## config.mk

```make
export PLATFORM = sky130hd
export DESIGN_NAME = flit_sink
export DESIGN_NICKNAME = d
export VERILOG_FILES = /design/src/rtl/noc_flit_pkg.sv /design/src/rtl/flit_sink_vc_ctx.sv /design/src/rtl/flit_sink.sv
export SDC_FILE = /design/constraint.sdc
export NUM_CORES = 1
export LEC_CHECK = 0
export CORE_ASPECT_RATIO = 0.7
export CORE_MARGIN = 5
export CORE_UTILIZATION = 42
export CTS_CLUSTER_SIZE = 40
export DETAILED_ROUTE_END_ITERATION = 6
export GPL_TIMING_DRIVEN = 0
export PLACE_DENSITY = 0.6
export SLEW_MARGIN = 10
export SYNTH_ARGS = -nofsm -noshare
export SYNTH_HDL_FRONTEND = slang
export SYNTH_HIERARCHICAL = 1
export SYNTH_SLANG_ARGS = --single-unit
```

## constraint.sdc

```tcl
create_clock -name clk -period 7.8 [get_ports clk]
set_input_delay 2.34 -clock clk [delete_from_list [all_inputs] [get_ports clk]]
set_output_delay 2.34 -clock clk [all_outputs]
set_load 0.03 [all_outputs]
```

## src/rtl/noc_flit_pkg.sv

```systemverilog
// noc_flit_pkg: flit type codes, field layout helpers and per-VC state shared by NoC endpoints.
package noc_flit_pkg;
    localparam int HEAD_TAIL = 2;
    localparam logic [HEAD_TAIL-1:0] HEAD_FLIT = 2'b01;
    localparam logic [HEAD_TAIL-1:0] BODY_FLIT = 2'b10;
    localparam logic [HEAD_TAIL-1:0] TAIL_FLIT = 2'b00;
    localparam logic [HEAD_TAIL-1:0] HEADER    = 2'b11;
    localparam int DEF_VC_WIDTH      = 1;
    localparam int DEF_DATA_WIDTH    = 16;
    localparam int FLIT_TOTAL_WIDTH  = HEAD_TAIL + DEF_VC_WIDTH + DEF_DATA_WIDTH;

    function automatic int flit_total_width(input int vc_w, input int data_w);
        return HEAD_TAIL + vc_w + data_w;
    endfunction

    // Layout from MSB: type, VC, data.
    function automatic int vc_lsb(input int data_w);
        return data_w;
    endfunction

    function automatic int type_lsb(input int vc_w, input int data_w);
        return vc_w + data_w;
    endfunction

    typedef enum logic {VC_IDLE, VC_ACTIVE} vc_state_e;
endpackage

```

## src/rtl/flit_sink_vc_ctx.sv

```systemverilog
// flit_sink_vc_ctx: reassembly context for one virtual channel; reports the completed
// descriptor combinationally in the cycle its closing flit is accepted.
module flit_sink_vc_ctx
    import noc_flit_pkg::*;
#(
    parameter int NODE_ID         = 0,
    parameter int DEST_NODE_WIDTH = 3,
    parameter int FLIT_DATA_WIDTH = 16,
    parameter int LEN_WIDTH       = 8
) (
    input  logic                       clk,
    input  logic                       reset,
    input  logic                       en,
    input  logic [HEAD_TAIL-1:0]       ftype,
    input  logic [FLIT_DATA_WIDTH-1:0] data,
    output logic                       done,
    output logic                       misroute,
    output logic                       proto,
    output logic [DEST_NODE_WIDTH-1:0] d_src,
    output logic [LEN_WIDTH-1:0]       d_len,
    output logic [FLIT_DATA_WIDTH-1:0] d_sum,
    output logic                       d_err
);
    vc_state_e state, state_n;
    logic [DEST_NODE_WIDTH-1:0] src, f_src, f_dest;
    logic [LEN_WIDTH-1:0]       len, len_n;
    logic [FLIT_DATA_WIDTH-1:0] sum, sum_n;
    logic                       err, err_n, is_start, mis_raw, sat;

    always_comb begin
        f_dest   = data[FLIT_DATA_WIDTH-1 -: DEST_NODE_WIDTH];
        f_src    = data[FLIT_DATA_WIDTH-1-DEST_NODE_WIDTH -: DEST_NODE_WIDTH];
        is_start = ftype == HEAD_FLIT || ftype == HEADER;
        mis_raw  = f_dest != DEST_NODE_WIDTH'(NODE_ID);
        misroute = en && is_start && mis_raw;
        proto    = en && (state == VC_ACTIVE ? is_start : !is_start);
        sat      = &len;
        len_n    = sat ? len : len + 1'b1;
        sum_n    = sum ^ data;
        err_n    = err | sat;
        done     = en && (ftype == HEADER || (state == VC_ACTIVE && ftype == TAIL_FLIT));
        state_n  = !en ? state : ftype == HEAD_FLIT ? VC_ACTIVE :
                   (ftype == BODY_FLIT) ? state : VC_IDLE;
        d_src    = ftype == HEADER ? f_src : src;
        d_len    = ftype == HEADER ? LEN_WIDTH'(1) : len_n;
        d_sum    = ftype == HEADER ? '0 : sum_n;
        d_err    = ftype == HEADER ? mis_raw : err_n;
    end

    always_ff @(posedge clk) begin
        if (reset) state <= VC_IDLE;
        else       state <= state_n;
    end

    // A HEAD restarts the context even mid-packet, discarding the partial one.
    always_ff @(posedge clk) begin
        if (reset) begin
            src <= '0;
            len <= '0;
            sum <= '0;
            err <= 1'b0;
        end else if (en && ftype == HEAD_FLIT) begin
            src <= f_src;
            len <= LEN_WIDTH'(1);
            sum <= '0;
            err <= mis_raw;
        end else if (en && ftype == BODY_FLIT && state == VC_ACTIVE) begin
            len <= len_n;
            sum <= sum_n;
            err <= err_n;
        end
    end
endmodule

```

## src/rtl/flit_sink.sv

```systemverilog
// flit_sink: local ejection endpoint reassembling flits into per-VC packet descriptors.
// Define FLIT_SINK_STATS_EN to add the stat_pkts/stat_flits/stat_errs counters.
module flit_sink
    import noc_flit_pkg::*;
#(
    parameter int NUM_OF_NODES            = 8,
    parameter int FLIT_DATA_WIDTH         = 16,
    parameter int NUM_OF_VIRTUAL_CHANNELS = 2,
    parameter int NODE_ID                 = 0,
    parameter int LEN_WIDTH               = 8,
    localparam int DEST_NODE_WIDTH        = $clog2(NUM_OF_NODES),
    localparam int VC_WIDTH               = $clog2(NUM_OF_VIRTUAL_CHANNELS),
    localparam int FLIT_W                 = flit_total_width(VC_WIDTH, FLIT_DATA_WIDTH)
) (
    input  logic                               clk,
    input  logic                               reset,
    input  logic [FLIT_W-1:0]                  flit_in,
    input  logic                               flit_valid,
    output logic                               flit_ready,
    output logic [NUM_OF_VIRTUAL_CHANNELS-1:0] credit_out,
    output logic                               pkt_valid,
    input  logic                               pkt_ready,
    output logic [DEST_NODE_WIDTH-1:0]         pkt_src,
    output logic [VC_WIDTH-1:0]                pkt_vc,
    output logic [LEN_WIDTH-1:0]               pkt_len,
    output logic [FLIT_DATA_WIDTH-1:0]         pkt_sum,
    output logic                               pkt_err,
    output logic                               err_misroute,
    output logic                               err_proto
`ifdef FLIT_SINK_STATS_EN
    ,
    output logic [31:0]                        stat_pkts,
    output logic [31:0]                        stat_flits,
    output logic [31:0]                        stat_errs
`endif
);
    localparam int NVC = NUM_OF_VIRTUAL_CHANNELS;

    logic [HEAD_TAIL-1:0]       ftype;
    logic [VC_WIDTH-1:0]        vc;
    logic [FLIT_DATA_WIDTH-1:0] data;
    logic                       accept;
    logic [NVC-1:0]             done_v, mis_v, proto_v;
    logic [DEST_NODE_WIDTH-1:0] d_src [NVC];
    logic [LEN_WIDTH-1:0]       d_len [NVC];
    logic [FLIT_DATA_WIDTH-1:0] d_sum [NVC];
    logic [NVC-1:0]             d_err;

    always_comb begin
        ftype      = flit_in[type_lsb(VC_WIDTH, FLIT_DATA_WIDTH) +: HEAD_TAIL];
        vc         = flit_in[vc_lsb(FLIT_DATA_WIDTH) +: VC_WIDTH];
        data       = flit_in[FLIT_DATA_WIDTH-1:0];
        flit_ready = !(pkt_valid && !pkt_ready);
        accept     = flit_valid && flit_ready;
    end

    for (genvar i = 0; i < NVC; i++) begin : g_vc
        flit_sink_vc_ctx #(
            .NODE_ID(NODE_ID),
            .DEST_NODE_WIDTH(DEST_NODE_WIDTH),
            .FLIT_DATA_WIDTH(FLIT_DATA_WIDTH),
            .LEN_WIDTH(LEN_WIDTH)
        ) u_ctx (
            .clk(clk),
            .reset(reset),
            .en(accept && vc == VC_WIDTH'(i)),
            .ftype(ftype),
            .data(data),
            .done(done_v[i]),
            .misroute(mis_v[i]),
            .proto(proto_v[i]),
            .d_src(d_src[i]),
            .d_len(d_len[i]),
            .d_sum(d_sum[i]),
            .d_err(d_err[i])
        );
    end

    // A completion can only arrive while the slot is free or being drained this cycle.
    always_ff @(posedge clk) begin
        if (reset) begin
            credit_out   <= '0;
            err_misroute <= 1'b0;
            err_proto    <= 1'b0;
            pkt_valid    <= 1'b0;
            pkt_src      <= '0;
            pkt_vc       <= '0;
            pkt_len      <= '0;
            pkt_sum      <= '0;
            pkt_err      <= 1'b0;
        end else begin
            credit_out   <= accept ? NVC'(1) << vc : '0;
            err_misroute <= |mis_v;
            err_proto    <= |proto_v;
            if (|done_v) begin
                pkt_valid <= 1'b1;
                pkt_src   <= d_src[vc];
                pkt_vc    <= vc;
                pkt_len   <= d_len[vc];
                pkt_sum   <= d_sum[vc];
                pkt_err   <= d_err[vc];
            end else if (pkt_ready) begin
                pkt_valid <= 1'b0;
            end
        end
    end

`ifdef FLIT_SINK_STATS_EN
    always_ff @(posedge clk) begin
        if (reset) begin
            stat_pkts  <= '0;
            stat_flits <= '0;
            stat_errs  <= '0;
        end else begin
            stat_pkts  <= stat_pkts + 32'(|done_v);
            stat_flits <= stat_flits + 32'(accept);
            stat_errs  <= stat_errs + 32'(err_misroute) + 32'(err_proto);
        end
    end
`endif
endmodule

```

# After elaboration in Yosys (flattened, before gate mapping)
# Cells that the tools add are included.
# Widths: inputs -> output; s select.
[totals] regBits=92 in_bits=23 out_inout_bits=35 elab_cells=113
[classes] n_addsub=2 order_cmp=2 n_eq_ne=4 shift=1 n_mux=35 bitwise=7 n_reduce_logical=41
[op_table] cell="$mux 16" n=5
[op_table] cell="$mux 8" n=7
[op_table] cell="$xor 16x16->16" n=2
[op_table] cell="$logic_and 1x1->1" n=20
[op_table] cell="$mux 1" n=18
[op_table] cell="$add 8x1->8 const B" n=2
[op_table] cell="$reduce_and 8->1" n=2
[op_table] cell="$mux 3" n=5
[op_table] cell="$reduce_or 2->1" n=6
[op_table] cell="$reduce_bool 2->1" n=3
[op_table] cell="$eq 2x2->1 const B" n=2
[op_table] cell="$reduce_and 2->1" n=2
[op_table] cell="$logic_not 1->1" n=3
[op_table] cell="$logic_or 1x1->1" n=3
[op_table] cell="$reduce_bool 3->1" n=1
[op_table] cell="$eq 2x1->1 const B" n=1
[op_table] cell="$ge 2x2->1 const B" n=1
[op_table] cell="$logic_not 2->1" n=1
[op_table] cell="$lt 1x2->1 const B" n=1
[op_table] cell="$ne 2x1->1 const B" n=1
[op_table] cell="$not 1->1" n=2
[op_table] cell="$not 1->2" n=1
[op_table] cell="$or 1x1->1" n=2
[op_table] cell="$shl 1x1->2 const A" n=1

# Longest topological paths before layout
[logic_depth] depth_word=9 mapped_depth=9

# By module
# The synthesis kept the hierarchy.
[modules_own_cells] mod="flit_sink_vc_ctx (g_vc[1].u_ctx)" instances=1 cells_per_inst=215 area_each_um2=1674.1 seq_area_each_um2=580.6
[modules_own_cells] mod="flit_sink_vc_ctx (g_vc[0].u_ctx)" instances=1 cells_per_inst=215 area_each_um2=1670.4 seq_area_each_um2=580.6
[modules_own_cells] mod="flit_sink" instances=1 cells_per_inst=153 area_each_um2=1627.8 seq_area_each_um2=680.7

# Least setup slack after synthesis
# No wires, ideal clock.
[synth_path] kind="input to output" from="input port pkt_ready" to="output port flit_ready" arrival_ps=2764 setup_slack_ps=2696 path_stages=2 path_buffers=0 path_cell_list="nor2b_1 > inv_1"
[synth_via] elab_chain_len=3
[synth_rtl] element="start, declared" line_no="flit_sink.sv:22" source="input logic pkt_ready,"
[synth_rtl] element="$logic_not 1->1" line_no="flit_sink.sv:53" source="flit_ready = !(pkt_valid && !pkt_ready);"
[synth_rtl] element="$logic_and 1x1->1" line_no="flit_sink.sv:53"
[synth_rtl] element="$logic_not 1->1" line_no="flit_sink.sv:53"
[synth_rtl] element="end, declared" line_no="flit_sink.sv:19" source="output logic flit_ready,"
# Every way passes these cells.

# Worst setup path in the final report
# Ends and elaborated chain as after synthesis.

==> PnR_summary.wiki <==
{| class="wikitable"
! Metric !! Value
|-
| Core area || between 10000 and 15000 um2
|-
| Fraction of final layout cells sized beyond drive strength 1 || 0.128
|-
| Cells traversed along the worst timing path || clkdlybuf4s50_1 -> nor2b_1 -> inv_1 -> clkdlybuf4s50_1
|-
| Reported max-cap violation count || 0
|-
| Wire length of the first global-routing pass || roughly 22000 um
|-
| Final Max Tran Viols || 0
|-
| Largest net degree at the start of global routing || 18
|-
| Post-CTS resize count || 0
|-
| Cell family with most CP delay || buffers and inverters
|-
| Min-Delay Path Depth || 2
|-
| Syn Nets || 608
|-
| Peak supply drop || around 0.10 mV
|-
| CP Class || in -> out
|-
| Share of power burned in registers || 0.423
|-
| Final Non-Filler Cells || slightly above 800
|-
| ANT cells || 0
|-
| Master cell of the clock root buffer || sky130_fd_sc_hd__clkbuf_16
|-
| Number of antenna violations at the first check in global routing || 0
|-
| Iteration-0 DRC count of the detailed router || roughly 300
|-
| Number of synthesis warnings || 6
|-
| Most Frequent Cell on Critical Path || sky130_fd_sc_hd__clkdlybuf4s50_1
|-
| Clock share of power || 0.439
|-
| Worst Path Buf+Inv || 3
|-
| Initial core utilization || 0.427
|-
| DP Wirelength || between 10000 and 15000 um
|-
| Combinational power share || 0.138
|-
| WP data required || 5460 ps
|-
| Clock insertion delay at the later pin of the skew report || between 300 and 400 ps
|-
| Largest stage delay on the critical path || slightly above 600 ps
|-
| Number of detailed-route iterations in the first pass || 5
|-
| WHS || roughly 500 ps
|-
| Startpoint of the most critical register-to-register path || pkt_valid
|-
| Setup TNS || 0 ps
|-
| Reg-to-reg setup timing slack || about 5300 ps
|-
| Die area || approximately 14000 um2
|-
| Worst reg2reg endpoint || pkt_sum[9]
|-
| Kind of end point of the critical path || output port
|-
| Fillcell total || around 1100
|-
| Clock transition at path regs || 70 ps
|-
| Outcome || finished clean
|-
| Launching element of the worst setup path || pkt_ready
|-
| Length in cells of the worst reg-to-reg path || 6
|-
| Total number of nets in the final design || ~670
|-
| Int Pwr || ~0.87 mW
|-
| Overflow left after global routing || 0
|-
| Slew HR || 0.365
|-
| Cell area after technology mapping || 4970 um2
|-
| Final count of hold timing violations || 0
|-
| Slew at the pin closest to its max-slew limit || between 900 and 1000 ps
|-
| Setup-violating endpoint count in the final report || 0
|-
| Post-CTS setup-driven buffer insertion count || 0
|-
| P per Cell Area || 191 nW/um2
|-
| Post-route clock period utilization || 0.779
|-
| Hold buffer count at cts || 0
|-
| Main flop type after synthesis || sky130_fd_sc_hd__dfxtp_1
|-
| Aggregate routed wire length || ~14000 um
|-
| Count of cell types in the netlist || 44
|-
| Share of flip-flops with an asynchronous set or reset || 0
|-
| Vias in the first global route || slightly below 4000
|-
| Standard-cell rows || 33
|-
| Number of enable flip-flop cells after synthesis || 0
|-
| Lkg Pwr || about 2.3 nW
|-
| I/O pin cnt || 58
|-
| Layout area overhead || 22.1%
|-
| Final weighted congestion of routability-driven global placement || around 0.92
|-
| Worst-path cell with the longest stage delay || sky130_fd_sc_hd__clkdlybuf4s50_1
|-
| Seq cells post-synth || between 90 and 100
|-
| Wirelength per Cell || between 15 and 20 um
|-
| Gate Count Post-Synth || about 580
|-
| Via count || around 4300
|-
| Unrepaired setup endpoints after global routing || no
|-
| Worst-case hold path end point || g_vc[0].u_ctx/src[2]
|-
| GR Util All Layers || 0.195
|-
| Placement Setup Slack || between 1500 and 2000 ps
|-
| Maximum level of the CTS H-tree || 3
|-
| Total number of clock tree sinks || 92
|-
| Routed Antenna Nets || 0
|-
| Worst-case clock skew || between 7 and 8 ps
|-
| Count of input and output buffers || 55
|-
| Sequential element share of the synthesized area || 0.370
|-
| Setup slack after layout || 1720 ps
|-
| Number of buffers inserted during clock tree synthesis || 9
|-
| Clock tree from TritonCTS || done
|-
| Beginning of the worst hold path || g_vc[0].u_ctx/src[2]
|-
| Via-per-instance ratio || roughly 5.3
|-
| Peak Freq || ~160 MHz
|-
| Post-Synthesis Mean Instance Area || between 8 and 9 um2
|-
| Final critical delay including setup and external delays || 6080 ps
|-
| Overall die width || 140 um
|-
| Critical Path Fanout Max || 5
|-
| Placed insts || between 700 and 800
|-
| # DRC || 0
|-
| Share of total power consumed by net switching || 0.249
|-
| Switching power || 0.288 mW
|-
| Height of the die || roughly 100 um
|-
| Endpoint arrival time on the critical path || roughly 3700 ps
|-
| Startpoint kind of the worst setup timing path || input port
|-
| Buffers from clock root to sink, at most || 2
|-
| Hold/Removal Path Class || reg -> reg
|}
Yosys cell counts, drive strengths merged, types with 10 or more instances:
cell type	n	share of area
buf	32	0.047
nor3	36	0.037
a211oi	32	0.068
nor2	93	0.070
xor2	38	0.067
dfxtp	92	0.37
o21ai	17	0.017
mux2i	34	0.068
nand2	68	0.051
a21oi	26	0.027
a31oi	10	0.013
xnor2	36	0.063
power groups by stage:
stage	registers, mW	logic, mW	clock network [mW]
6_report	0.490	0.160	0.508
4_1_cts	0.490	0.160	0.516
3_5_place_dp	0.500	0.159	0
2_1_floorplan	0.520	0.0772	0
5_1_grt	0.491	0.171	0.540
3_3_place_gp	0.500	0.158	0
how the worst max path moves through the flow:
stage / endpoint / depth (start not counted)
after global placement: flit_ready / 4
after CTS: flit_ready / 4
final: flit_ready / 4
after floorplan: flit_ready / 2
after global routing: flit_ready / 4
after detailed placement: flit_ready / 4
logic make-up after synthesis:
| kind of cell | synth area share |
|---|---|
| AOI/OAI and AO/OA | 0.140 |
| xor gates and xnor gates | 0.130 |
| adders and majority gates | 0.00503 |
| buffers and inverters | 0.0596 |
| DFF | 0.370 |
| muxes | 0.0684 |
| and+or+nand+nor | 0.226 |
placed cells by master, fill, tap and decap left out, types with 3 or more instances in the layout:
master,count
sky130_fd_sc_hd__nor4_1,4
sky130_fd_sc_hd__nor3_1,35
sky130_fd_sc_hd__clkdlybuf4s50_1,55
sky130_fd_sc_hd__bufinv_16,3
sky130_fd_sc_hd__o21ai_0,16
sky130_fd_sc_hd__xor2_1,38
sky130_fd_sc_hd__a311oi_1,4
sky130_fd_sc_hd__buf_6,4
sky130_fd_sc_hd__clkbuf_16,9
sky130_fd_sc_hd__inv_1,6
sky130_fd_sc_hd__a211oi_1,12
sky130_fd_sc_hd__nand2_1,68
sky130_fd_sc_hd__buf_2,17
sky130_fd_sc_hd__clkbuf_1,7
sky130_fd_sc_hd__nand4_1,6
sky130_fd_sc_hd__dfxtp_1,92
sky130_fd_sc_hd__and3_2,3
sky130_fd_sc_hd__and2_1,4
sky130_fd_sc_hd__mux2i_1,34
sky130_fd_sc_hd__a31oi_1,10
sky130_fd_sc_hd__xnor2_1,36
sky130_fd_sc_hd__nand3_1,6
sky130_fd_sc_hd__a211oi_2,20
sky130_fd_sc_hd__nor2_1,93
sky130_fd_sc_hd__buf_4,8
sky130_fd_sc_hd__a21oi_1,25
sky130_fd_sc_hd__nor2b_1,5
cell type report:
| type | instances | area, um2 | area share |
|---|---|---|---|
| Buffer | 41 | 270 | 0.0445 |
| Clock buffer | 10 | 239 | 0.0394 |
| Clock inverter | 6 | 111 | 0.0183 |
| Inverter | 7 | 26.3 | 0.00433 |
| Multi-Input combinational cell | 443 | 2830 | 0.467 |
| Sequential cell | 92 | 1840 | 0.303 |
| Tap cell | 157 | 196 | 0.0324 |
| Timing Repair Buffer | 55 | 551 | 0.0907 |
flip-flops by register name, indices dropped and copies added (netlist names), 2 cells and up:
name and flops:
pkt_len 8, g_vc.u_ctx/src 6, credit_out 2, pkt_src 3, g_vc.u_ctx/err 2, pkt_sum 16, g_vc.u_ctx/len 16, g_vc.u_ctx/state 2
g_vc.u_ctx/sum 32
worst register-to-register path: cells and delay by family, from the launching register on:
family	cells	cell delay, ps
AOI/OAI and AO/OA	1	240
DFF	1	310
buffers and inverters	1	420
and+or+nand+nor	4	1470
layer usage:
layer,up-vias,share of wire,GRT usage
met1,2056,0.51,0.283
met4,0,0.012,0.0491
met2,112,0.42,0.294
met5,-,0,0
li1,2121,-,-
met3,12,0.051,0.0413
stage by stage:
| step | instance area, um2 | utilization | power [mW] |
|---|---|---|---|
| final | 6070 | 0.521 | 1.16 |
| after global routing | 6070 | 0.521 | 1.20 |
| after CTS | 6070 | 0.521 | 1.17 |
| after detailed placement | 5720 | 0.491 | 0.660 |
| after global placement | 5720 | 0.491 | 0.658 |
| after floorplan | 4970 | - | 0.597 |
No activity file was read; power rests on OpenSTA's default activity.
